==> src/rtl/clock_div_monitor.sv <==
// Period checker for a divided clock, measured in reference-clock cycles.
// Reports each period and tracks lock, error count and loss of the clock.
module clock_div_monitor #(
    parameter int CNT_W    = 16,
    parameter int TOL      = 1,
    parameter int LOCK_N   = 4,
    parameter int UNLOCK_N = 2,
    parameter int TIMEOUT  = 1024
) (
    input  logic             clock,
    input  logic             reset,
    input  logic             io_clock_mon,
    input  logic [7:0]       io_div,
    input  logic             io_clear,
    output logic [CNT_W-1:0] io_period,
    output logic             io_period_valid,
    output logic             io_locked,
    output logic             io_timeout,
    output logic [15:0]      io_err_count
);

    typedef enum logic [1:0] {
        IDLE,
        ACQUIRE,
        LOCKED
    } state_t;

    localparam int GW = $clog2(LOCK_N + 1);
    localparam int BW = $clog2(UNLOCK_N + 1);

    localparam logic [CNT_W-1:0] CNT_MAX   = '1;
    localparam logic [CNT_W-1:0] TO_LAST   = CNT_W'(TIMEOUT - 1);
    localparam logic [GW-1:0]    GOOD_LAST = GW'(LOCK_N - 1);
    localparam logic [BW-1:0]    BAD_LAST  = BW'(UNLOCK_N - 1);
    localparam logic [CNT_W:0]   TOL_W     = (CNT_W + 1)'(TOL);

    logic             s1;
    logic             s2;
    logic             s3;
    logic             rise;
    logic [CNT_W-1:0] cnt;
    logic [7:0]       div_q;
    state_t           state;
    logic [GW-1:0]    good_cnt;
    logic [BW-1:0]    bad_cnt;
    logic             started;
    logic             div_chg;
    logic [CNT_W:0]   cnt_ext;
    logic [CNT_W:0]   div_ext;
    logic [CNT_W:0]   diff;
    logic             good;
    logic             report;
    logic             err_inc;
    logic             expired;

    assign rise    = s2 & ~s3;
    assign div_chg = (io_div != div_q);
    assign cnt_ext = {1'b0, cnt};
    assign div_ext = (CNT_W + 1)'(div_q);
    assign good    = (diff <= TOL_W);
    assign expired = !rise && (cnt == TO_LAST);

    // A period is reported only when a previous rise marked its start;
    // with a zero ratio the FSM idles, so the started flag provides that.
    assign report = rise &&
                    ((state != IDLE) || ((div_q == 8'd0) && started));

    assign err_inc = rise && !div_chg && (state == LOCKED) && !good &&
                     (io_err_count != 16'hFFFF);

    assign io_locked = (state == LOCKED);

    // Absolute period error, computed one bit wider so it cannot wrap
    always_comb begin
        diff = '0;
        if (cnt_ext >= div_ext) begin
            diff = cnt_ext - div_ext;
        end else begin
            diff = div_ext - cnt_ext;
        end
    end

    // Three-flop synchroniser for the asynchronous monitored clock
    always_ff @(posedge clock) begin
        if (reset) begin
            s1 <= 1'b0;
            s2 <= 1'b0;
            s3 <= 1'b0;
        end else begin
            s1 <= io_clock_mon;
            s2 <= s1;
            s3 <= s2;
        end
    end

    // Period counter restarts at each rise and saturates when the clock stops
    always_ff @(posedge clock) begin
        if (reset) begin
            cnt <= '0;
        end else if (rise) begin
            cnt <= CNT_W'(1);
        end else if (cnt != CNT_MAX) begin
            cnt <= cnt + CNT_W'(1);
        end
    end

    // Latch the finished period and pulse valid for one cycle
    always_ff @(posedge clock) begin
        if (reset) begin
            io_period       <= '0;
            io_period_valid <= 1'b0;
        end else begin
            io_period_valid <= report;
            if (report) begin
                io_period <= cnt;
            end
        end
    end

    // Lock state machine; a ratio change restarts acquisition
    always_ff @(posedge clock) begin
        if (reset) begin
            state    <= IDLE;
            good_cnt <= '0;
            bad_cnt  <= '0;
            div_q    <= io_div;
        end else if (div_chg) begin
            div_q    <= io_div;
            state    <= IDLE;
            good_cnt <= '0;
            bad_cnt  <= '0;
        end else if (rise) begin
            unique case (state)
                IDLE: begin
                    if (div_q != 8'd0) begin
                        state    <= ACQUIRE;
                        good_cnt <= '0;
                    end
                end
                ACQUIRE: begin
                    if (!good) begin
                        good_cnt <= '0;
                    end else if (good_cnt == GOOD_LAST) begin
                        state    <= LOCKED;
                        good_cnt <= '0;
                        bad_cnt  <= '0;
                    end else begin
                        good_cnt <= good_cnt + GW'(1);
                    end
                end
                LOCKED: begin
                    if (good) begin
                        bad_cnt <= '0;
                    end else if (bad_cnt == BAD_LAST) begin
                        state    <= ACQUIRE;
                        good_cnt <= '0;
                        bad_cnt  <= '0;
                    end else begin
                        bad_cnt <= bad_cnt + BW'(1);
                    end
                end
                default: begin
                    state <= IDLE;
                end
            endcase
        end else if (expired) begin
            state <= IDLE;
        end
    end

    // Sticky timeout flag, cleared by the next monitored rise
    always_ff @(posedge clock) begin
        if (reset) begin
            io_timeout <= 1'b0;
            started    <= 1'b0;
        end else if (rise) begin
            io_timeout <= 1'b0;
            started    <= 1'b1;
        end else if (expired) begin
            io_timeout <= 1'b1;
            started    <= 1'b0;
        end
    end

    // Saturating count of bad periods while locked; clear has priority
    always_ff @(posedge clock) begin
        if (reset) begin
            io_err_count <= '0;
        end else if (io_clear) begin
            io_err_count <= '0;
        end else if (err_inc) begin
            io_err_count <= io_err_count + 16'd1;
        end
    end

endmodule

==> config.mk <==
export PLATFORM = sky130hd
export DESIGN_NAME = clock_div_monitor
export DESIGN_NICKNAME = d
export VERILOG_FILES = /design/src/rtl/clock_div_monitor.sv
export SDC_FILE = /design/constraint.sdc
export NUM_CORES = 1
export LEC_CHECK = 0
export ABC_AREA = 1
export CORE_ASPECT_RATIO = 1.25
export CORE_MARGIN = 2
export CORE_UTILIZATION = 38
export CTS_CLUSTER_DIAMETER = 30
export DETAILED_ROUTE_END_ITERATION = 7
export PLACE_DENSITY_LB_ADDON = 0.2
export SYNTH_ARGS = -nofsm -noshare
export SYNTH_HDL_FRONTEND = slang
export SYNTH_SLANG_ARGS = --single-unit
export TNS_END_PERCENT = 1
==> constraint.sdc <==
create_clock -name clock -period 2.89 [get_ports clock]
set_input_delay 0.578 -clock clock [delete_from_list [all_inputs] [get_ports clock]]
set_output_delay 0.578 -clock clock [all_outputs]
set_load 0.01 [all_outputs]
* Word level (Yosys, flattened, before mapping) *
Index checks and enable logic that the tools add are counted.

word-level totals
  register bits after elaboration = 69
  bits in latches = 0
  memory bits (writable) = 0
  memory bits (read-only) = 0
  word-level logic and storage cells = 94
  memories kept = 0

cells by class
  $add $sub $neg = 6
  $mul = 0
  divide/modulo/power cells = 0
  magnitude comparators = 2
  eq/ne operators = 18
  shifts and indexed selects = 0
  mux-type cells = 26
  bitwise operators = 2
  reductions and logical operators = 26

operator list
  operator                                               number
  adder 16 x 1 -> 16 bit, second input constant          2
  != test 16 bit, second input constant                  2
  two-way mux 2 bit                                      11
  <= comparator 17 x 1 -> 1 bit, second input constant   1
  two-way mux 17 bit                                     1
  subtractor 16 x 8 -> 17 bit                            1
  subtractor 8 x 16 -> 17 bit                            1
  equality test 16 x 10 -> 1 bit, second input constant  1
  >= comparator 16 x 8 -> 1 bit                          1
  two-way mux 8 bit                                      2
  two-way mux 3 bit                                      5
  != test 3 bit, second input constant                   4
  nonzero test 2 bit                                     5
  case mux 3 bit (3 select lines)                        1
  zero test 8 bit                                        1
  != test 2 bit, second input constant                   4
  != test 8 bit                                          1
  nonzero test 8 bit                                     1
  logical AND 1 bit                                      7
  case mux 2 bit (3 select lines)                        1
  AND reduction 6 bit                                    1
  OR reduction 2 bit                                     3
  AND reduction 5 bit                                    1
  equality test 2 x 1 -> 1 bit, second input constant    2
  other kinds (15)                                       20

* Logic depth before layout (Yosys ltp) *
Gate-level depths: netlist of run 1.

  depth after elaboration = 6
  mapped depth = 25

* Least setup slack after synthesis of run 1 *
No wires, ideal clock.

  kind = flip-flop to flip-flop
  start = reg cnt[3]
  end = reg io_err_count[2]
  arrival = 2466 ps
  required time = 2771 ps
  path slack = 305 ps
  stages on the path, launching flop included = 21
  period minus slack after synthesis = 2585 ps
  cells stage by stage = dfxtp_1 -> inv_1 -> ha_1 -> nand2_2 -> inv_1 -> nand2_2 -> nand2_1 -> nand2_1 -> nand3_1 -> nor2_2 -> buf_6 -> nand2_1 -> nand2_1 -> nand3_2 -> nor2_2 -> nand3_4 -> nand3_4 -> inv_4 -> nand2_1 -> xor2_1 -> nor2_1

on the way
  word-level cells in the longest chain between the ends = 6
  elaborated cells on any way between the ends = 8
  those cells by class = add/sub: 2; order compare: 2; mux: 1; reduce/logical: 3

ends and longest elaborated chain
  element                                                    line  text
  from (decl)                                                41    logic [CNT_W-1:0] cnt;
  from (signal assigned)                                     103   cnt <= cnt + CNT_W'(1);
  subtractor 8 x 16 -> 17 bit, or another cell as far along  79    diff = div_ext - cnt_ext;
  two-way mux 17 bit *                                       76    if (cnt_ext >= div_ext) begin
  <= comparator 17 x 1 -> 1 bit *                            60    assign good = (diff <= TOL_W);
  zero test 1 bit *                                          -
  logical AND 1 bit * (2 in a row)                           68    assign err_inc = rise && !div_chg && (state == LOCKED) && !good &&
  to (signal assigned)                                       192   io_err_count <= io_err_count + 16'd1;
  to (decl)                                                  19    output logic [15:0] io_err_count

Every way passes the cells marked *; elsewhere a longest branch is shown, timed or not.
A chain may end at the register's enable or synchronous reset.

* Worst setup path after layout of run 1 *
  start = reg div_q[3]
  end = reg io_err_count[2]

on the way
  word-level cells in the longest chain between the ends = 6
  elaborated cells on any way between the ends = 12
  those cells by class = add/sub: 2; order compare: 2; eq/ne: 1; mux: 1; reduce/logical: 6

ends and longest elaborated chain
  element                                                             line    text
  from (decl)                                                         42      logic [7:0] div_q;
  from (signal assigned)                                              126     div_q <= io_div;
  from (signal assigned)                                              128     div_q <= io_div;
  subtractor 8 x 16 -> 17 bit, or another cell as far along           79
  two-way mux 17 bit or zero test 1 bit (tied branches)               76, 68
  <= comparator 17 x 1 -> 1 bit or logical AND 1 bit (tied branches)  60, 68
  zero test 1 bit or logical AND 1 bit (tied branches)                -
  logical AND 1 bit * (2 in a row)                                    68

Marked as above.

==> impl_metrics.json, run 1 <==
{
  "synthXorXnorAreaFrac": 0.0483,
  "die_h_um": 131,
  "finalCritPeriodShare": 0.988,
  "clk_latency_ns": 0.33,
  "worstHoldPathType": "reg2reg",
  "gpl.final_weighted_congestion": 0.951,
  "hpwl_mm": 11.9,
  "vias": 5268,
  "synth_mux_area_frac": 0,
  "synthAdderAreaFrac": 0.0669,
  "drt_first_iter_violations": 193,
  "drt_pass1_iterations": 5,
  "viasPerCell": 4.99,
  "switching_power_mw": 0.647,
  "clock_sinks": 69,
  "multi_input_area_um2": 3240,
  "antenna_found_initial": 0,
  "crit_path_end_kind": "register",
  "netSwitchingFraction": 0.252,
  "first_global_vias": 5077,
  "finish.instance_area_um2": 6740,
  "syn_nets": 799,
  "avgSynthCellArea_um2": 6.43,
  "hold_violations": 0,
  "rsz0062_at_grt": "true",
  "p_leak_nw": 3.11,
  "drt.antenna.violating_nets": 0,
  "cts_tree": "yes",
  "setup_viol": 0,
  "syn_inst": 762,
  "worstPathRequired_ns": 3.10,
  "drc": 0,
  "synth_top_family_by_area": "simple AND/OR/NAND/NOR gates",
  "synth_seq_cells": 69,
  "core_area_um2": 12700,
  "die_area_um2": 13800,
  "drive_above_1_share": 0.227,
  "fin_crit_ns": 2.86,
  "crit_top_cell": "nand2_2",
  "ir_drop_uv": 361,
  "grt_pass1_wl_mm": 23.8,
  "initial_utilization": 0.387,
  "path_clk_slew_ns": 0.06,
  "grt-ovfl-total": 0,
  "critPathLaunchType": "register",
  "status": "complete, no violations",
  "synth_simple_gate_area_frac": 0.377,
  "seqPwrFrac": 0.387,
  "routed_wl_mm": 14.9,
  "p_int_mw": 1.92,
  "fin_tns_setup_ns": 0,
  "crit_chain": "ha_4, nand4_1, nor2_4, nand2_2, nand2_2, nor2_4, buf_6, nand2_4, nand2_2, nor2_1, nand2_1, nor2_2, nand3_4, nand3_4, inv_4, nand2_2, xor2_1, nor2_1",
  "path_max_fanout": 7,
  "numCtsBuffers": 9,
  "placed_area_um2": 5970,
  "mappedNetlistArea_um2": 4900,
  "utilization": 0.532,
  "clock_path_buffers": 2,
  "grt_usage": 0.217,
  "cp_slowest_cell": "edfxtp_1",
  "worstSetupPathType": "reg2reg",
  "portBuffers": 46,
  "nNetsFinal": 920,
  "nFillCells": 1223,
  "wl_per_cell_um": 14.1,
  "cp.arrival_ns": 3.06,
  "ys_warn_count": 0,
  "synth_compound_area_frac": 0.0993,
  "worst_slew_pin_slew_ns": 0.667,
  "syn_to_final_growth_pct": 37.6,
  "layout.area.seq_um2": 1460,
  "antenna_cells": 0,
  "fin_skew_ns": 0.00622,
  "die_w_um": 106,
  "power.share.clock": 0.448,
  "maxClockFrequency_mhz": 350,
  "slew_headroom": 0.554,
  "crit_buf_inv": 2,
  "critPathMaxStageDelay_ns": 0.44,
  "synth_seq_area_share": 0.298,
  "powerDensity_nw_per_um2": 380,
  "rows": 46,
  "ios": 47,
  "grt_max_degree": 33,
  "maxCapViolations": 0,
  "cts_root_buffer": "clkbuf_16",
  "finalMaxSlewViolations": 0,
  "path_delay_family": "simple AND/OR/NAND/NOR gates",
  "comb_power_share": 0.165,
  "synth.distinct_cells": 36,
  "htree_levels": 3
}
[cell usage in the layout, fill, tap and decap left out, types with 6 or more instances in the layout]
cell             netlist  final
clkdlybuf4s50_1        0     46
buf_4                  1     67
nand3_2                4     10
ha_1                  23      8
nand3_1               41     35
nor2_2                 9      9
dfxtp_1               61     61
inv_2                  6     14
o21ai_0               32     28
ha_2                   0      6
nor2_4                 2      7
buf_6                  3      7
xor2_1                26     25
nor3_1                25     25
nand2_4                2      9
edfxtp_1               8      8
nor4_1                 8      8
nand2_2                9     31
clkbuf_16              0      9
a21oi_1               49     48
nand2_1              207    179
ha_4                   0      9
nor2_1                84     79
inv_1                118    109
nand4_1               15     15
[path summary, 6_finish.rpt]
| path | startpoint | to | slack, ns | cells past startpoint |
|---|---|---|---|---|
| worst min-delay path | s1 | s2 | 0.41 | 2 |
| worst min register to register | s1 | s2 | 0.41 | 2 |
| worst max-delay path | div_q[3] | io_err_count[2] | 0.03 | 18 |
| worst max register to register | div_q[3] | io_err_count[2] | 0.03 | 18 |
[layout make-up]
class | count | share of cell area
Clock inverter | 7 | 0.0134
Multi-Input combinational cell | 558 | 0.480
Tap cell | 168 | 0.0312
Clock buffer | 9 | 0.0334
Inverter | 125 | 0.0703
Timing Repair Buffer | 120 | 0.155
Sequential cell | 69 | 0.217
[cell families after synthesis]
group,Yosys count
simple gates,413
buf+inv,136
compound gates,92
flops,69
xor+xnor,27
fa+ha+maj,25
[metrics by stage]
| stage | power, mW | cells | hold WS, ns | setup WS [ns] |
|---|---|---|---|---|
| 6_report | 2.56 | 1056 | 0.415 | 0.0342 |
| 5_1_grt | 2.68 | 1056 | 0.438 | -0.197 |
| 4_1_cts | 2.53 | 1043 | 0.422 | -0.0170 |
| 3_5_place_dp | 1.37 | 1027 | 0.415 | -0.0913 |
| 3_3_place_gp | 1.36 | 1027 | 0.398 | -0.0955 |
| 2_1_floorplan | 1.23 | 762 | 0.388 | 0.305 |
[registers in the layout, summed over array words and instances (netlist names)]
name	flops
bad_cnt	2
cnt	16
div_q	8
good_cnt	3
io_err_count	16
io_period	16
io_period_valid	1
io_timeout	1
s1	1
s2	1
s3	1
started	1
state	2
[cells in the mapped netlist (all sizes together)]
| cell | count | area, um^2 |
|---|---|---|
| nand2 | 218 | 856 |
| inv | 125 | 472 |
| nor2 | 96 | 414 |
| dfxtp | 61 | 1220 |
| a21oi | 53 | 280 |
| nand3 | 47 | 280 |
| o21ai | 34 | 170 |
| xor2 | 26 | 228 |
| nor3 | 25 | 125 |
| ha | 23 | 288 |
| nand4 | 15 | 93.8 |
| edfxtp | 8 | 240 |
| nor4 | 8 | 50.1 |
| buf | 6 | 51.3 |
| clkbuf | 5 | 18.8 |
| or2 | 3 | 18.8 |
| fa | 2 | 40.0 |
| o31ai | 2 | 15.0 |
| a211oi | 1 | 7.51 |
| a31oi | 1 | 6.26 |
| nand3b | 1 | 7.51 |
| o211ai | 1 | 7.51 |
| xnor2 | 1 | 8.76 |
[power groups by stage]
stage / Sequential (mW) / Clock [mW] / Combinational, mW
after floorplan: 1.01 / 0 / 0.216
after global placement: 1.01 / 0 / 0.354
after detailed placement: 1.01 / 0 / 0.357
after CTS: 0.989 / 1.17 / 0.363
after global routing: 0.993 / 1.22 / 0.468
final: 0.992 / 1.15 / 0.423
[worst reg2reg max path, delay by kind of cell (launching register included)]
family | cells | cell delay (ns)
buffers and inverters | 2 | 0.20
flip-flops | 1 | 0.44
XOR/XNOR | 1 | 0.15
adder cells (fa/ha/maj) | 1 | 0.35
AND/OR/NAND/NOR | 14 | 1.58
[metal layers]
| metal | track usage | vias to the layer above | share of wire |
|---|---|---|---|
| met5 | 0 | - | 0 |
| met4 | 0.0937 | 0 | 0.036 |
| met3 | 0.0337 | 43 | 0.041 |
| met2 | 0.423 | 140 | 0.53 |
| met1 | 0.230 | 2432 | 0.39 |
| li1 | - | 2653 | - |
[repair_timing]
item                                    4_1_cts  5_1_grt
gates cloned                                  0        1
pin swaps                                     0       30
endpoints found under the setup margin       20       23
gates resized for setup                      11       90
hold buffers                                  0        0
setup buffers                                 0       12
Power figures use the tool's default switching activity.
==> run 2: changes to the inputs <==
--- a/config.mk
+++ b/config.mk
@@ -6,12 +6,13 @@
 export NUM_CORES = 1
 export LEC_CHECK = 0
 export ABC_AREA = 1
+export CELL_PAD_IN_SITES_DETAIL_PLACEMENT = 1
+export CELL_PAD_IN_SITES_GLOBAL_PLACEMENT = 2
 export CORE_ASPECT_RATIO = 1.25
-export CORE_MARGIN = 2
-export CORE_UTILIZATION = 38
+export CORE_UTILIZATION = 32
 export CTS_CLUSTER_DIAMETER = 30
 export DETAILED_ROUTE_END_ITERATION = 7
-export PLACE_DENSITY_LB_ADDON = 0.2
+export PLACE_DENSITY = 0.9
 export SYNTH_ARGS = -nofsm -noshare
 export SYNTH_HDL_FRONTEND = slang
 export SYNTH_SLANG_ARGS = --single-unit
==> impl_metrics.json, run 2 (synthesized netlist as in run 1, its figures left out) <==
{
  "seqPwrFrac": 0.407,
  "rows": 50,
  "violations": "negative setup slack",
  "critPathLaunchType": "register",
  "numCtsBuffers": 9,
  "slew_headroom": 0.636,
  "grt-ovfl-total": 0,
  "htree_levels": 3,
  "antenna_cells": 0,
  "worstSetupStartpoint": "div_q[7]",
  "dp_slack_ns": -0.252,
  "cp_slowest_cell": "edfxtp_1",
  "grt_pass1_wl_mm": 30.2,
  "cts_root_buffer": "clkbuf_16",
  "worstPathRequired_ns": 3.11,
  "syn_to_final_growth_pct": 40.7,
  "drt_pass1_iterations": 4,
  "reg2reg_depth": 19,
  "wl_per_cell_um": 17.8,
  "grtUsageMet3": 0.0346,
  "drt_first_iter_violations": 174,
  "setup_viol": 3,
  "vias": 5470,
  "fin_ws_ns": -0.0422,
  "ir_drop_uv": 323,
  "hold_violations": 0,
  "critPathMaxStageDelay_ns": 0.50,
  "cts_tree": "yes",
  "powerDensity_nw_per_um2": 354,
  "busiest_layer": "met2",
  "crit_top_cell": "nand2_1",
  "first_global_vias": 5950,
  "finalMaxSlewViolations": 0,
  "ios": 47,
  "power.share.clock": 0.395,
  "initial_utilization": 0.328,
  "maxCapViolations": 0,
  "gpl.final_weighted_congestion": 0.912,
  "clock_sinks": 69,
  "rsz0062_at_grt": "true",
  "status": "finished, violations left",
  "r2r-end": "state[0]",
  "routed_wl_mm": 19.1,
  "worstSetupPathType": "reg2reg",
  "layout_commonest_cell": "nand2_1",
  "grt_usage": 0.244,
  "portBuffers": 46,
  "drc": 0,
  "p_leak_nw": 3.14,
  "worst_slew_pin_slew_ns": 0.542,
  "path_clk_slew_ns": 0.06,
  "viasPerCell": 5.09,
  "r2r-start": "div_q[7]",
  "hpwl_mm": 14.9,
  "antenna_found_initial": 0,
  "met1_usage": 0.254,
  "switching_power_mw": 0.681,
  "nNetsFinal": 925,
  "cp.arrival_ns": 3.15,
  "fin_skew_ns": 0.00823,
  "die_area_um2": 15800,
  "die_h_um": 140,
  "crit_chain": "ha_4, buf_4, a21oi_4, nand2_2, nor2_4, nand2_4, buf_6, nand2_1, nand2_1, nor2_1, nand3_1, nor2_2, nand3_2, nand2_2, nand2_1, nand3_1, nand2_1, nand2_1, nor2_1",
  "p_int_mw": 1.76,
  "maxClockFrequency_mhz": 341,
  "path_max_fanout": 7,
  "core_area_um2": 15000,
  "clk_latency_ns": 0.33,
  "grt.met2_usage": 0.464,
  "drt.antenna.violating_nets": 0,
  "grt_max_degree": 33,
  "layout_common_cells": "nand2_1 (168), inv_1 (107), nor2_1 (75)",
  "power.total_mw": 2.44,
  "comb_power_share": 0.198,
  "worstHoldPathType": "reg2reg",
  "fin_crit_ns": 2.93,
  "postCtsHoldBufs": 0,
  "netSwitchingFraction": 0.279,
  "worstSetupEndpoint": "state[0]",
  "crit_path_end_kind": "register",
  "die_w_um": 113,
  "reg2reg_slack_ns": -0.04,
  "clock_path_buffers": 2,
  "finalCritPeriodShare": 1.01,
  "top_regs": "cnt (16), io_err_count (16), io_period (16)",
  "utilization": 0.461,
  "drive_above_1_share": 0.250
}
run 2: changes by cell type in the layout (fill, tap and decap cells not counted), sizes merged:
cell,change
buf,+5
bufinv,-2
clkbuf,+4
clkinv,-2
run 2: stage by stage:
stage          hold WS [ns]  instance area (um^2)  setup TNS, ns  cells
2_1_floorplan         0.388                  4900              0    762
3_3_place_gp          0.395                  5980          -2.73   1041
3_5_place_dp          0.414                  5980          -3.68   1041
4_1_cts               0.421                  6530         -0.674   1066
5_1_grt               0.455                  6890          -3.49   1075
6_report              0.418                  6890        -0.0729   1075
run 2: worst max-delay path: cells and delay by family (launching register included):
family          cells  cell delay [ns]
simple gates       15             1.51
flops               1             0.50
buf+inv             2             0.32
fa+ha+maj           1             0.30
compound gates      1             0.19
run 2: area by class of cell:
cell class | count | area (um^2)
clock buffers | 13 | 240
clock inverters | 3 | 15.0
multi-input cells | 558 | 3380
repair buffers | 125 | 1100
fillers | 1886 | 8060
well taps | 182 | 228
inverters | 125 | 474
flip-flops and latches | 69 | 1460
run 2: worst min-delay path by stage:
stage / from / to / slack (ns) / cells after the start
floorplan: s1 / s2 / 0.39 / 2
global placement: s1 / s2 / 0.39 / 2
detailed placement: s1 / s2 / 0.41 / 2
CTS: s1 / s2 / 0.42 / 2
global route: s1 / s2 / 0.46 / 2
finish: s1 / s2 / 0.42 / 2
run 2: metal layers:
layer  up-vias  routed length (um)
met5         -                   0
li1       2666                   -
met2       104               10400
met1      2642                7250
met3        58                 560
met4         0                 944
run 2: power groups by stage:
stage | clock network, mW | registers [mW] | logic (mW)
floorplan | 0 | 1.01 | 0.216
global placement | 0 | 1.01 | 0.368
detailed placement | 0 | 1.01 | 0.381
CTS | 0.987 | 0.990 | 0.417
global route | 1.03 | 0.993 | 0.523
finish | 0.963 | 0.992 | 0.482
run 2: timing repair:
action	4_1_cts	5_1_grt
gates cloned	1	0
buffers inserted	8	9
gates resized for setup	51	88
endpoints found under the setup margin	23	23
pin swaps	19	42
==> run 3: changes to the inputs <==
--- a/config.mk
+++ b/config.mk
@@ -8,7 +8,6 @@
 export ABC_AREA = 1
 export CELL_PAD_IN_SITES_DETAIL_PLACEMENT = 1
 export CELL_PAD_IN_SITES_GLOBAL_PLACEMENT = 2
-export CORE_ASPECT_RATIO = 1.25
 export CORE_UTILIZATION = 32
 export CTS_CLUSTER_DIAMETER = 30
 export DETAILED_ROUTE_END_ITERATION = 7
==> impl_metrics.json, run 3 (synthesized netlist as in run 1, its figures left out) <==
{
  "status": "finished, violations left",
  "violations": "negative setup slack",
  "worstHoldStart": "s1",
  "viasPerCell": 4.98,
  "slew_headroom": 0.648,
  "die_area_um2": 15800,
  "drt_first_iter_violations": 183,
  "crit_top_cell": "nand2_1",
  "layout_common_cells": "nand2_1 (191), inv_1 (113), nor2_1 (81)",
  "fin_ws_ns": -0.0681,
  "path_max_fanout": 6,
  "rsz0062_at_grt": "true",
  "worst_slew_pin_slew_ns": 0.523,
  "grt-ovfl-total": 0,
  "postCtsHoldBufs": 0,
  "first_global_vias": 5384,
  "portBuffers": 46,
  "worstHoldPathType": "reg2reg",
  "drt.antenna.violating_nets": 0,
  "worstPathRequired_ns": 3.16,
  "clk_latency_ns": 0.34,
  "crit_path_end_kind": "register",
  "ir_drop_uv": 289,
  "vias": 5305,
  "wl_per_cell_um": 15.9,
  "maxCapViolations": 0,
  "antenna_found_initial": 0,
  "maxClockFrequency_mhz": 338,
  "cp_slowest_cell": "edfxtp_1",
  "p_leak_nw": 3.06,
  "critPathLaunchType": "register",
  "hold_violations": 0,
  "crit_chain": "inv_2, ha_4, inv_2, fa_2, nand2_2, nand3_4, nand3_4, nand2_1, nor2_1, nand2_1, nand2_1, nand2_1, nor2_1, nand2_1, nor2_2, nand3_4, nand2_2, nand2_2, nor2_2, nand3_2, nand2_2, nand2_1, nor2_1",
  "finalMaxSlewViolations": 0,
  "antenna_cells": 0,
  "syn_to_final_growth_pct": 34.7,
  "cp.arrival_ns": 3.23,
  "setup_viol": 10,
  "numCtsBuffers": 9,
  "finalCritPeriodShare": 1.02,
  "cts_root_buffer": "clkbuf_16",
  "layout_commonest_cell": "nand2_1",
  "die_h_um": 126,
  "crit_buf_inv": 2,
  "nNetsFinal": 915,
  "rows": 44,
  "drt_pass1_iterations": 4,
  "die_w_um": 126,
  "fin_crit_ns": 2.96,
  "ios": 47,
  "grt_max_degree": 33,
  "drive_above_1_share": 0.195,
  "powerDensity_nw_per_um2": 377,
  "core_area_um2": 14800,
  "clock_path_buffers": 2,
  "grt_usage": 0.216,
  "initial_utilization": 0.332,
  "routed_wl_mm": 16.9,
  "cts_tree": "yes",
  "drc": 0,
  "path_delay_family": "simple AND/OR/NAND/NOR gates",
  "finish.instance_area_um2": 6600,
  "grt_pass1_wl_mm": 27.3,
  "top_regs": "cnt (16), io_err_count (16), io_period (16)",
  "worstSetupStartpoint": "div_q[0]",
  "critPathMaxStageDelay_ns": 0.44,
  "placed_area_um2": 5990,
  "nFillCells": 1942,
  "fin_skew_ns": 0.00651,
  "path_clk_slew_ns": 0.06,
  "hold_ws_ns": 0.422,
  "r2r-start": "div_q[0]",
  "worstSetupPathType": "reg2reg",
  "clock_sinks": 69,
  "hpwl_mm": 13.6,
  "gpl.final_weighted_congestion": 0.869,
  "htree_levels": 3
}
## run 3: cell count changes in the layout (fill, tap and decap cells not counted), moves of 4 or more
cell	change
nand2_2	-12
buf_4	-4
a21oi_4	-5
nand2_4	-11
inv_1	+6
inv_2	-5
nand2_1	+23
nor2_1	+6
buf_6	-6
## run 3: final timing paths
check | endpoint | slack, ns | cells after the start
setup reg to reg | state[0] | -0.07 | 23
hold / removal | s2 | 0.42 | 2
hold reg to reg | s2 | 0.42 | 2
setup / recovery | state[0] | -0.07 | 23
## run 3: area by class of cell
class / count / area (um^2) / share of cell area
clock buffer: 12 / 268 / 0.0406
clock inverter: 3 / 18.8 / 0.00284
inverter: 125 / 472 / 0.0715
multi-input combinational: 558 / 3150 / 0.477
sequential: 69 / 1460 / 0.221
tap: 184 / 230 / 0.0349
timing repair buffer: 115 / 1000 / 0.152
## run 3: routing by layer
| metal | vias up | wire (um) | track usage |
|---|---|---|---|
| met5 | - | 0 | 0 |
| met4 | 0 | 230 | 0.0574 |
| met3 | 19 | 427 | 0.0242 |
| met2 | 74 | 8300 | 0.369 |
| met1 | 2570 | 7980 | 0.289 |
| li1 | 2642 | - | - |
## run 3: what timing repair did
action / 4_1_cts / 5_1_grt
cloned: 0 / 1
gates resized for setup: 19 / 49
endpoints found under the hold margin: 0 / 0
endpoints found under the setup margin: 23 / 23
buffers inserted: 1 / 5
pin swaps: 3 / 22
## run 3: through the flow
step,utilization,TNS (ns),power [mW],std cells,worst slack [ns]
2_1_floorplan,-,0,1.23,762,0.305
3_3_place_gp,0.406,-0.0535,1.37,1044,-0.0315
3_5_place_dp,0.406,-1.37,1.39,1044,-0.131
4_1_cts,0.432,-0.168,2.47,1060,-0.0444
5_1_grt,0.447,-5.68,2.59,1066,-0.340
6_report,0.447,-0.254,2.49,1066,-0.0681
## run 3: power by group
group | leakage, nW | switching (mW) | internal (mW)
registers | 0.577 | 0.0101 | 0.981
logic | 2.34 | 0.250 | 0.178
clock network | 0.144 | 0.417 | 0.650
total | 3.06 | 0.677 | 1.81
## run 3: tightest hold or removal path, stage by stage, from the launching register on
cell	delay (ns)
dfxtp_1	0.30
inv_1	0.05
nor2_1	0.03
